File: config.mk
export PLATFORM = sky130hd
export DESIGN_NAME = dac_gain_scaler
export DESIGN_NICKNAME = d
export VERILOG_FILES = /design/src/rtl/dac_gain_scaler_pkg.sv /design/src/rtl/dac_gain_scaler_ramp.sv /design/src/rtl/dac_gain_scaler.sv
export SDC_FILE = /design/constraint.sdc
export NUM_CORES = 1
export LEC_CHECK = 0
export BUFFER_PORTS_ARGS = -buffer_cell sky130_fd_sc_hd__clkbuf_2
export CAP_MARGIN = 40
export CORE_MARGIN = 2
export CORE_UTILIZATION = 35
export CTS_CLUSTER_SIZE = 24
export DETAILED_ROUTE_END_ITERATION = 8
export PLACE_DENSITY = 0.53
export SYNTH_ARGS = -nofsm -noshare
export SYNTH_HDL_FRONTEND = slang
export SYNTH_HIERARCHICAL = 1
export SYNTH_SLANG_ARGS = --single-unit
File: constraint.sdc
create_clock -name clk_in -period 7.63 [get_ports clk_in]
set_input_delay 1.1445 -clock clk_in [delete_from_list [all_inputs] [get_ports clk_in]]
set_output_delay 1.1445 -clock clk_in [all_outputs]
set_load 0.02 [all_outputs]
File: src/rtl/dac_gain_scaler_pkg.sv
// Shared constants and helpers for the DAC gain scaler: clip counter width,
// ramp direction encoding and the saturation / midscale constant functions.
package dac_gain_scaler_pkg;

   localparam int CLIP_CNT_W = 16;

   typedef enum logic [1:0] {
      RAMP_HOLD = 2'd0,
      RAMP_UP   = 2'd1,
      RAMP_DOWN = 2'd2
   } ramp_dir_e;

   // Largest positive value of a w-bit two's complement number
   function automatic longint signed_max(input int w);
      return (longint'(1) <<< (w - 1)) - longint'(1);
   endfunction

   // Most negative value of a w-bit two's complement number
   function automatic longint signed_min(input int w);
      return -(longint'(1) <<< (w - 1));
   endfunction

   // DAC code that represents zero amplitude in the selected output format
   function automatic longint midscale_code(input int out_w, input int offset_bin);
      return (offset_bin != 0) ? (longint'(1) << (out_w - 1)) : longint'(0);
   endfunction

   // Largest gain shift that still keeps one sample bit inside the input word
   function automatic int max_shift(input int in_w);
      return in_w - 1;
   endfunction

endpackage

File: src/rtl/dac_gain_scaler_ramp.sv
// gain_ramp: free-running divider that walks the applied gain shift one step
// per divider wrap toward the clamped requested shift.
module gain_ramp
   import dac_gain_scaler_pkg::*;
#(
   parameter int SHIFT_W   = 8,
   parameter int RAMP_DIV  = 64,
   parameter int MAX_SHIFT = 27
) (
   input  logic               clk_in,
   input  logic               rst_in,
   input  logic [SHIFT_W-1:0] distance_in,
   output logic [SHIFT_W-1:0] shift_cur_out
);

   localparam int                 DIV_W       = (RAMP_DIV > 1) ? $clog2(RAMP_DIV) : 1;
   localparam logic [DIV_W-1:0]   DIV_LAST    = DIV_W'(RAMP_DIV - 1);
   localparam logic [SHIFT_W-1:0] SHIFT_LIMIT = SHIFT_W'(MAX_SHIFT);

   logic [DIV_W-1:0]   div_cnt;
   logic               div_wrap;
   logic [SHIFT_W-1:0] target;
   logic [SHIFT_W-1:0] shift_cur;
   ramp_dir_e          dir;

   // Clamp the request and decide which way the next step goes; a new
   // request takes effect at the very next wrap without touching the divider
   always_comb begin
      target   = (distance_in > SHIFT_LIMIT) ? SHIFT_LIMIT : distance_in;
      div_wrap = (div_cnt == DIV_LAST);
      if (target > shift_cur) begin
         dir = RAMP_UP;
      end else if (target < shift_cur) begin
         dir = RAMP_DOWN;
      end else begin
         dir = RAMP_HOLD;
      end
   end

   // Divider runs continuously; the applied shift moves only on its wrap
   always_ff @(posedge clk_in or posedge rst_in) begin
      if (rst_in) begin
         div_cnt   <= '0;
         shift_cur <= '0;
      end else begin
         div_cnt <= div_wrap ? '0 : div_cnt + DIV_W'(1);
         if (div_wrap) begin
            case (dir)
               RAMP_UP:   shift_cur <= shift_cur + SHIFT_W'(1);
               RAMP_DOWN: shift_cur <= shift_cur - SHIFT_W'(1);
               default:   shift_cur <= shift_cur;
            endcase
         end
      end
   end

   assign shift_cur_out = shift_cur;

endmodule

File: src/rtl/dac_gain_scaler.sv
// dac_gain_scaler: 3-stage path from a wide signed sample to a DAC code.
// Stage 0 captures the sample with the gain shift in force, stage 1 shifts
// and clamps to the input range, stage 2 rounds to the DAC width, clamps the
// rounding carry and formats the code. Clipped outputs are counted.
module dac_gain_scaler
   import dac_gain_scaler_pkg::*;
#(
   parameter int IN_W       = 28,
   parameter int OUT_W      = 14,
   parameter int SHIFT_W    = 8,
   parameter int RAMP_DIV   = 64,
   parameter int OFFSET_BIN = 1
) (
   input  logic                  clk_in,
   input  logic                  rst_in,
   input  logic [IN_W-1:0]       data_in,
   input  logic                  data_valid_in,
   input  logic [SHIFT_W-1:0]    distance_in,
   input  logic                  clip_count_clr_in,
   output logic [OUT_W-1:0]      data_out,
   output logic                  data_valid_out,
   output logic                  clip_out,
   output logic [CLIP_CNT_W-1:0] clip_count_out,
   output logic [SHIFT_W-1:0]    shift_cur_out
);

   localparam int WIDE_W = 2 * IN_W - 1;
   localparam int FRAC_W = IN_W - OUT_W;

   localparam logic signed [IN_W-1:0] IN_MAX     = IN_W'(signed_max(IN_W));
   localparam logic signed [IN_W-1:0] IN_MIN     = IN_W'(signed_min(IN_W));
   localparam logic [OUT_W-1:0]       OUT_MAX    = OUT_W'(signed_max(OUT_W));
   localparam logic [OUT_W-1:0]       MIDSCALE   = OUT_W'(midscale_code(OUT_W, OFFSET_BIN));
   localparam logic [IN_W:0]          ROUND_HALF = (IN_W + 1)'(longint'(1) << (FRAC_W - 1));
   localparam logic [CLIP_CNT_W-1:0]  CNT_MAX    = '1;

   // Shift at full width, then clamp into the signed IN_W range.
   // Result packs {clip, value}.
   function automatic logic [IN_W:0] shift_sat(input logic signed [IN_W-1:0] d,
                                               input logic [SHIFT_W-1:0]     sh);
      logic signed [WIDE_W-1:0] wide;
      wide = WIDE_W'(d) <<< sh;
      if (wide > WIDE_W'(IN_MAX)) begin
         return {1'b1, IN_MAX};
      end else if (wide < WIDE_W'(IN_MIN)) begin
         return {1'b1, IN_MIN};
      end
      return {1'b0, wide[IN_W-1:0]};
   endfunction

   // Round half up to OUT_W bits; only a positive value can carry out of
   // range, so that is the one case clamped. Result packs {clip, code}.
   function automatic logic [OUT_W:0] round_sat(input logic signed [IN_W-1:0] v);
      logic [IN_W:0] sum;
      sum = {v[IN_W-1], v} + ROUND_HALF;
      if (!sum[IN_W] && sum[IN_W-1]) begin
         return {1'b1, OUT_MAX};
      end
      return {1'b0, sum[IN_W-1:FRAC_W]};
   endfunction

   // Offset-binary is two's complement with the sign bit inverted
   function automatic logic [OUT_W-1:0] fmt_code(input logic [OUT_W-1:0] c);
      if (OFFSET_BIN != 0) begin
         return {~c[OUT_W-1], c[OUT_W-2:0]};
      end
      return c;
   endfunction

   logic [SHIFT_W-1:0]      shift_cur;

   logic                    vld_p0;
   logic signed [IN_W-1:0]  data_p0;
   logic [SHIFT_W-1:0]      shift_p0;

   logic                    vld_p1;
   logic signed [IN_W-1:0]  sat_p1;
   logic                    clip_p1;

   logic                    vld_p2;
   logic [OUT_W-1:0]        code_p2;
   logic                    clip_p2;

   logic [CLIP_CNT_W-1:0]   clip_cnt;

   logic [IN_W:0]           sat_res;
   logic [OUT_W:0]          rnd_res;
   logic                    clip_new;

   gain_ramp #(
      .SHIFT_W   (SHIFT_W),
      .RAMP_DIV  (RAMP_DIV),
      .MAX_SHIFT (max_shift(IN_W))
   ) u_gain_ramp (
      .clk_in        (clk_in),
      .rst_in        (rst_in),
      .distance_in   (distance_in),
      .shift_cur_out (shift_cur)
   );

   // Combinational work of stage 1 (shift/clamp) and stage 2 (round/clamp)
   always_comb begin
      sat_res  = shift_sat(data_p0, shift_p0);
      rnd_res  = round_sat(sat_p1);
      clip_new = clip_p1 | rnd_res[OUT_W];
   end

   // Valid chain; reset drops every sample in flight
   always_ff @(posedge clk_in or posedge rst_in) begin
      if (rst_in) begin
         vld_p0 <= 1'b0;
         vld_p1 <= 1'b0;
         vld_p2 <= 1'b0;
      end else begin
         vld_p0 <= data_valid_in;
         vld_p1 <= vld_p0;
         vld_p2 <= vld_p1;
      end
   end

   // Stage 0: sample and the shift in force travel together from here on
   always_ff @(posedge clk_in) begin
      if (data_valid_in) begin
         data_p0  <= data_in;
         shift_p0 <= shift_cur;
      end
   end

   // Stage 1: register the shifted and clamped sample with its clip flag
   always_ff @(posedge clk_in) begin
      if (vld_p0) begin
         sat_p1  <= sat_res[IN_W-1:0];
         clip_p1 <= sat_res[IN_W];
      end
   end

   // Stage 2: output code and clip flag, holding through bubbles; reset
   // parks the DAC at midscale
   always_ff @(posedge clk_in or posedge rst_in) begin
      if (rst_in) begin
         code_p2 <= MIDSCALE;
         clip_p2 <= 1'b0;
      end else if (vld_p1) begin
         code_p2 <= fmt_code(rnd_res[OUT_W-1:0]);
         clip_p2 <= clip_new;
      end
   end

   // Saturating clip counter; clear beats a same-cycle increment
   always_ff @(posedge clk_in or posedge rst_in) begin
      if (rst_in) begin
         clip_cnt <= '0;
      end else if (clip_count_clr_in) begin
         clip_cnt <= '0;
      end else if (vld_p1 && clip_new && (clip_cnt != CNT_MAX)) begin
         clip_cnt <= clip_cnt + CLIP_CNT_W'(1);
      end
   end

   assign data_out       = code_p2;
   assign data_valid_out = vld_p2;
   assign clip_out       = clip_p2;
   assign clip_count_out = clip_cnt;
   assign shift_cur_out  = shift_cur;

endmodule

==> results of run 1 <==
## path summary, 6_finish.rpt
path | from | to | slack, ns | depth (start not counted)
max | shift_p0[3]$_DFFE_PP_ | sat_p1[18]$_DFFE_PP_ | 3.13 | 10
min | u_gain_ramp/div_cnt[4]$_DFF_PP0_ | u_gain_ramp/div_cnt[4]$_DFF_PP0_ | 0.48 | 1
max reg2reg | shift_p0[3]$_DFFE_PP_ | sat_p1[18]$_DFFE_PP_ | 3.13 | 10
min reg2reg | u_gain_ramp/div_cnt[4]$_DFF_PP0_ | u_gain_ramp/div_cnt[4]$_DFF_PP0_ | 0.48 | 1
max in group asynchronous | rst_in | u_gain_ramp/shift_cur_out[3]$_DFFE_PP0P_ | 6.38 | 2
min in group asynchronous | rst_in | u_gain_ramp/div_cnt[3]$_DFF_PP0_ | 0.85 | 2
## through the flow
stage,cells,util (%)
detailed placement,1133,38.8
floorplan,818,-
global placement,1129,38.4
CTS,1149,40.2
global route,1149,40.2
finish,1149,40.2
## cell type report
cell class	instances	area share, %
clock buffers	10	2.94
clock inverters	6	0.515
inverters	24	1.06
multi-input cells	639	52.3
flip-flops and latches	100	32.5
well taps	275	4.05
repair buffers	95	6.65
## cells in the final DEF (no fill, tap or decap), drive strengths merged, types with 16 or more instances in the layout
cell type / instances
clkbuf: 89
nor2: 74
nand2: 61
edfxtp: 52
dfrtp: 47
a21oi: 43
o21ai: 42
nand3: 40
mux2i: 29
mux2: 25
xor2: 24
inv: 23
a31oi: 21
ha: 17
nor3: 16
buf: 16
## kinds of logic after synthesis
group           after synthesis  synth area share, %
simple gates                279                 18.5
compound gates              247                 23.7
flops                       100                 36.3
buf+inv                      79                 5.48
mux                          58                 8.95
xor+xnor                     34                 3.91
fa+ha+maj                    18                 3.06
other cells                   1               0.0493
## synthesized netlist by cell type (all sizes together) (15+ instances only)
cell type   n  share of area, %
nor3       16               1.1
xor2       24               2.8
a31oi      21               1.7
o21ai      42               3.1
o22ai      15               1.2
edfxtp     52                21
nand3      40               2.6
ha         17               2.8
mux2i      29               3.8
a21oi      43               3.2
inv        20              0.99
mux2       25               3.9
nor2       74               3.7
buf        31               3.1
clkbuf     24               1.2
nand2      61               3.0
nand4      15               1.2
dfrtp      47                15
## sequential cells by signal (all words and copies together) (netlist names), 6 cells and up
name                       cells
clip_count_out                16
data_out                      14
data_p0                       28
sat_p1                        15
shift_p0                       8
u_gain_ramp/div_cnt            6
u_gain_ramp/shift_cur_out      8
## report_power, final
part	switching (W)	internal (W)	leakage, nW
combinational	0.000175	0.000105	2.12
sequential	0.0000284	0.000606	1.07
clock	0.000212	0.000244	0.145
## layer usage
| layer | track usage (%) | part of all wire, % | up-vias |
|---|---|---|---|
| met5 | 0 | 0 | - |
| met4 | 9.16 | 4.0 | 0 |
| met3 | 3.89 | 8.0 | 65 |
| met2 | 32.8 | 45 | 347 |
| met1 | 29.3 | 43 | 3237 |
| li1 | - | - | 3228 |
## worst max-delay path, delay by kind of cell, from the launching register on
family | cells | cell delay (ns)
buffers and inverters | 2 | 1.23
flip-flops | 1 | 0.33
AO/OA/AOI/OAI | 5 | 1.28
AND/OR/NAND/NOR | 3 | 1.43
==> impl_summary.log, run 1 <==
[metrics] Power per Cell Area: 161 nW/µm²
[metrics] worst path required time: 7.79 ns
[metrics] Post-Place Worst Slack: 2.96 ns
[metrics] cell leakage power: 3.33 nW
[metrics] Synth Register Bits: 100
[metrics] startpoint type of the worst setup path: flop
[metrics] Max Clk Rate: 0.222 GHz
[metrics] die extent in x: 151 µm
[metrics] number of failing setup endpoints in the final timing report: 0
[metrics] starting density of the core: 36.0%
[metrics] TritonCTS Sinks: 100
[metrics] total congestion overflow after global routing: 0
[metrics] number of I/O pins: 80
[metrics] number of buffers inserted during clock tree synthesis: 9
[metrics] Post-synth ARST share: 48.0%
[metrics] total detailed-routing wirelength: 23.8 mm
[metrics] sequential-to-total area share from yosys stat: 36.3%
[metrics] placed standard-cell area: 8200 µm²
[metrics] net count of the finished layout: 927
[metrics] Remaining DRCs: 0
[metrics] buffers inserted during post-CTS setup optimization: 0
[metrics] Detailed Place HPWL: 17.8 mm
[metrics] cell count after synthesis: 816
[metrics] run status: completed
[metrics] root cell of the clock tree: clkbuf_16
[metrics] count of filler cells inserted in the layout: 2,183
[metrics] all-layer global routing usage: 21.3%
[metrics] final worst path period share: 59.0%
[metrics] setup total negative slack: 0 ns
[metrics] unrepaired setup endpoints after global routing: no
[metrics] average wire length per cell after detail routing: 20.7 µm
[metrics] number of global-route vias before repair: 6,501
[metrics] First-pass DRT Iterations: 6
[metrics] post-route design area: 8500 µm²
[metrics] Hold Fails Final Rpt: 0
[metrics] arrival time of the worst setup path: 4.66 ns
[metrics] Netlist cell types: 93
[metrics] number of enable-type register cells in the synthesized netlist: 52
[metrics] Die Footprint: 22,900 µm²
[metrics] Resized Gates After CTS: 0
[metrics] largest fanout of any net on the critical path: 56
[metrics] smallest setup slack after layout: 3.13 ns
[metrics] vertical die dimension: 151 µm
[metrics] clock-pin slew on the worst setup and hold paths: 0.07 ns
[metrics] floorplan core area: 21,200 µm²
[metrics] prevailing post-synth register cell: edfxtp_1
[metrics] Final ANT Viol Nets: 0
[metrics] nature of the critical path endpoint: flop
[metrics] highest ir drop seen on vdd: 0.000123 V
[metrics] Reg area: 2760 µm²
[metrics] area used by multi-input combinational logic: 4440 µm²
[metrics] count of yosys warnings during synthesis: 6
[metrics] number of buffers added on ports: 79
[metrics] buffer depth of the longest clock path: 2
[metrics] number of antenna violations at the first check in global routing: 0
[metrics] sum of internal, switching and leakage power: 0.00137 W
[metrics] final count of pins violating max slew: 0
[metrics] CTS Hold Buffers Added: 0
[metrics] clock tree from TritonCTS: yes
[metrics] share of cells above drive strength 1: 20.6%
[metrics] series of cell instances along the critical path: buf_4 -> clkinv_1 -> nor2_1 -> a221o_1 -> o21a_1 -> a21oi_1 -> or3_1 -> or4_1 -> o31a_1 -> o31ai_1
[metrics] Rel. slew slack: 39.8%
[metrics] clock insertion delay at the later pin of the skew report: 0.35 ns
[metrics] WS Path Type: flop to flop
[metrics] Routability Congestion: 0.960
[metrics] number of rows in the core area: 53
[metrics] first-pass GRT wire length: 37.3 mm
[metrics] post-synthesis cell area: 7610 µm²
[metrics] worst hold-check path type: flop to flop
[metrics] detail-routed via count per cell: 5.99
[metrics] vias after detailed routing: 6,877
[metrics] post-route minimum period: 4.50 ns
[metrics] antenna cell count: 0
[metrics] average cell area after synthesis: 9.32 µm²
[metrics] largest stage delay on the critical path: 0.74 ns
[metrics] Starting DRT DRC Count: 637
[metrics] cell with the largest stage delay on the worst path: clkinv_1
[metrics] final setup skew: 0.0109 ns
[metrics] measured slew at the worst slew-check pin: 0.903 ns
[metrics] Clock H-tree levels: 3
[metrics] worst slack on hold paths: 0.480 ns
[metrics] maximum number of pins on one net before global-route repair: 62
[metrics] max capacitance violation total: 0
[metrics] signed area change from the synthesized netlist to the final layout: 11.7%
Note: power is estimated with default switching activity, not from simulation.
==> inputs of run 2 (changes only) <==
ABC_AREA = 1   (was default)
PLACE_DENSITY = 0.55   (was 0.53)
clock period = 3.9 ns   (was 7.63 ns; I/O delays follow)
==> run 2 against run 1 <==
  * Critical endpoint is now clip_p1$_SDFFCE_PN0P_
  * Count of clock-buffer cells in the layout down 1
  * Wire length decreased by 21%
  * Clock skew fell by 0.0029 ns
  * Largest power group unchanged
  * Highest routed layer unchanged
  * Combinational power rose by 65%
==> impl_summary.log, run 2 <==
[metrics] run status: completed
[metrics] sequential share of power: 47.9% (+1.6 points)
[metrics] most common cell after layout, fill and taps aside: nand3_1
[metrics] worst hold-check path type: input port to async pin
[metrics] final core utilization: 39.4% (-0.79 points)
[metrics] most used standard cell by instance count after synthesis: nand3_1
[metrics] prevailing post-synth register cell: edfxtp_1
[metrics] combinational fraction of design power: 18.0% (-2.4 points)
[metrics] all-layer global routing usage: 17.8% (-3.5 points)
[metrics] sequential-to-total area share from yosys stat: 37.3% (+0.94 points)
[metrics] buffers inserted during post-CTS setup optimization: 0 (unchanged)
[metrics] NetSw: 0.000781 W (+88%)
[metrics] total detailed-routing wirelength: 18.9 mm (-21%)
[metrics] clock tree from TritonCTS: yes
[metrics] max capacitance violation total: 0 (unchanged)
[metrics] number of global-route vias before repair: 6,516 (+0.23%)
[metrics] average cell area after synthesis: 7.22 µm² (-23%)
[metrics] post-route design area: 8230 µm² (-3.2%)
[metrics] nature of the critical path endpoint: flop
[metrics] net count of the finished layout: 1,137 (+23%)
[metrics] floorplan core area: 20,900 µm² (-1.3%)
[metrics] CTS Hold Buffers Added: 0 (unchanged)
[metrics] First-pass DRT Iterations: 5 (-1)
[metrics] Netlist cell types: 43 (-54%)
[metrics] Resized Gates After CTS: 0 (unchanged)
[metrics] Hold Fails Final Rpt: 0 (unchanged)
[metrics] starting density of the core: 35.5% (-0.46 points)
[metrics] Post-Place Worst Slack: 0.476 ns (-2.48 ns)
[metrics] number of enable-type register cells in the synthesized netlist: 52 (unchanged)
[metrics] number of antenna violations at the first check in global routing: 0 (unchanged)
[metrics] final setup skew: 0.00798 ns (-0.00288 ns)
[metrics] setup total negative slack: 0 ns (unchanged)
[metrics] WS Path Type: flop to flop
[metrics] post-route minimum period: 3.06 ns (-1.43 ns)
[metrics] worst path required time: 4.01 ns (-3.78 ns)
[metrics] average wire length per cell after detail routing: 13.9 µm (-33%)
[metrics] smallest setup slack after layout: 0.836 ns (-2.30 ns)
[metrics] Clock Power Share: 34.1% (+0.8 points)
[metrics] Detailed Place HPWL: 14.6 mm (-18%)
[metrics] clock-pin slew on the worst setup and hold paths: 0.07 ns (about the same)
[metrics] Synth Register Bits: 100 (unchanged)
[metrics] Max Clk Rate: 0.326 GHz (+47%)
[metrics] Cell Int Power: 0.00177 W (+86%)
[metrics] share of cells above drive strength 1: 13.9% (-6.7 points)
[metrics] Starting DRT DRC Count: 468 (-27%)
[metrics] portion of synthesized cell area occupied by the leading cell type: 21.1% (+0.53 points)
[metrics] worst reg-to-reg setup slack: 0.84 ns (-2.30 ns)
[metrics] most common library cells after synthesis: 290 x nand3_1, 276 x nand2_1, 80 x nor2_1, 56 x inv_1, 52 x edfxtp_1
[metrics] TritonCTS Sinks: 100 (unchanged)
[metrics] register containing the most flip-flops in the final layout: data_p0
[metrics] final worst path period share: 78.6% (+20 points)
[metrics] maximum number of pins on one net before global-route repair: 43 (-31%)
[metrics] Synth area leader: edfxtp_1
[metrics] count of yosys warnings during synthesis: 6 (unchanged)
[metrics] number of failing setup endpoints in the final timing report: 0 (unchanged)
[metrics] switching part of the total: 30.6% (+0.24 points)
[metrics] startpoint type of the worst setup path: flop
[metrics] Power per Cell Area: 311 nW/µm² (+93%)
[metrics] die extent in x: 150 µm (-1.2%)
[metrics] cell count after synthesis: 1,028 (+26%)
[metrics] arrival time of the worst setup path: 3.17 ns (-1.49 ns)
[metrics] top post-synthesis cells by area: edfxtp_1 21%, nand3_1 20%, dfrtp_1 16%
[metrics] final count of pins violating max slew: 0 (unchanged)
[metrics] unrepaired setup endpoints after global routing: no
[metrics] root cell of the clock tree: clkbuf_16
[metrics] number of buffers inserted during clock tree synthesis: 9 (unchanged)
[metrics] post-synthesis cell area: 7420 µm² (-2.5%)
[metrics] Routability Congestion: 0.952 (-0.88%)
[metrics] measured slew at the worst slew-check pin: 0.690 ns (-0.213 ns)
[metrics] total congestion overflow after global routing: 0 (unchanged)
[metrics] signed area change from the synthesized netlist to the final layout: 10.9%
[metrics] Die Footprint: 22,400 µm² (-2.4%)
[metrics] worst slack on hold paths: 0.256 ns (-0.224 ns)
[metrics] vias after detailed routing: 6,935 (+0.84%)
[metrics] Rel. slew slack: 53.9% (+14 points)
[metrics] Remaining DRCs: 0 (unchanged)
[metrics] buffer depth of the longest clock path: 2 (unchanged)
[metrics] detail-routed via count per cell: 5.10 (-15%)
[metrics] largest fanout of any net on the critical path: 35 (-38%)
[metrics] count of filler cells inserted in the layout: 2,234 (+2.3%)
[metrics] number of buffers added on ports: 79 (unchanged)
[metrics] highest ir drop seen on vdd: 0.000197 V (+60%)
[metrics] Post-synth ARST share: 48.0% (unchanged)
[metrics] cell leakage power: 3.74 nW (+13%)
[metrics] placed standard-cell area: 7940 µm² (-3.2%)
[metrics] number of I/O pins: 80 (unchanged)
[metrics] leading cell types in the layout, fill and taps excluded: 290 x nand3_1, 276 x nand2_1, 80 x nor2_1
[metrics] first-pass GRT wire length: 32.2 mm (-14%)
[metrics] vertical die dimension: 150 µm (-1.2%)
[metrics] antenna cell count: 0 (unchanged)
[metrics] number of flip-flops under the largest register name: 28 (unchanged)
[metrics] number of rows in the core area: 53 (unchanged)
[metrics] clock insertion delay at the later pin of the skew report: 0.36 ns (about the same)
[metrics] Clock H-tree levels: 3 (unchanged)
[metrics] Final ANT Viol Nets: 0 (unchanged)
[run 2: cell count changes after synthesis, moves of 14 or more]
cell	previous run	this run
a31oi_1	21	7
mux2_2	17	0
o22ai_1	15	1
o21ai_0	34	13
nand2_1	60	276
mux2i_1	29	0
nand3_1	40	290
inv_1	20	56
[run 2: critical path, cell delays in order (launching register included)]
cell and delay, ns:
edfxtp_1 0.38, inv_2 0.38, buf_4 0.32, nand3_1 0.10, nand2_1 0.14, inv_1 0.05
nand2_1 0.07, nand3_1 0.16, nand2_1 0.13, nand3_1 0.10, o21ai_2 0.09, nand2_1 0.06
nor2_1 0.09, nand2_1 0.06, nor2_1 0.14, nand2_1 0.11, o21bai_4 0.32, nand2_1 0.09
[run 2: stage by stage]
| stage | instances | total power [W] |
|---|---|---|
| 3_3_place_gp | 1342 | 0.00170 |
| 2_1_floorplan | 1030 | 0.00157 |
| 5_1_grt | 1359 | 0.00270 |
| 6_report | 1359 | 0.00255 |
| 4_1_cts | 1359 | 0.00259 |
| 3_5_place_dp | 1343 | 0.00170 |
[run 2: power by group through the flow]
stage	clock [W]	combinational, W	sequential [W]
final	0.000871	0.000461	0.00122
after global routing	0.000944	0.000524	0.00123
after CTS	0.000904	0.000460	0.00122
after detailed placement	0	0.000458	0.00125
after global placement	0	0.000454	0.00125
after floorplan	0	0.000311	0.00126
[run 2: cells by family (layout without fill, tap and decap cells)]
family | Yosys count | in the layout | synth area share, %
compound gates | 64 | 64 | 5.58
xor+xnor | 31 | 31 | 3.66
fa+ha+maj | 18 | 18 | 3.14
buf+inv | 112 | 166 | 7.46
flops | 100 | 100 | 37.3
other cells | 1 | 3 | 0.0506
simple gates | 702 | 702 | 42.8
[run 2: layer usage]
layer	global-route usage, %	part of all wire, %	vias up
li1	-	-	3571
met1	24.6	48	3150
met2	28.4	45	185
met3	2.74	4.7	29
met4	6.38	2.6	0
met5	0	0	-
[run 2: area by class of cell]
class	instances	area [µm²]	area share (%)
multi-input cells	818	4110	49.9
flip-flops and latches	100	2760	33.6
repair buffers	91	498	6.05
well taps	275	344	4.18
inverters	59	229	2.78
clock buffers	9	225	2.74
clock inverters	7	58.8	0.715
[run 2: worst paths after layout]
check / startpoint / endpoint / depth (start not counted)
min in group clk_in: data_in[22] / data_p0[22]$_DFFE_PP_ / 1
max: shift_p0[7]$_DFFE_PP_ / clip_p1$_SDFFCE_PN0P_ / 17
min: rst_in / u_gain_ramp/div_cnt[5]$_DFF_PP0_ / 2
max reg2reg: shift_p0[7]$_DFFE_PP_ / clip_p1$_SDFFCE_PN0P_ / 17
min reg2reg: u_gain_ramp/div_cnt[0]$_DFF_PP0_ / u_gain_ramp/div_cnt[0]$_DFF_PP0_ / 1
max in group asynchronous: rst_in / data_out[13]$_DFFE_PP1P_ / 3
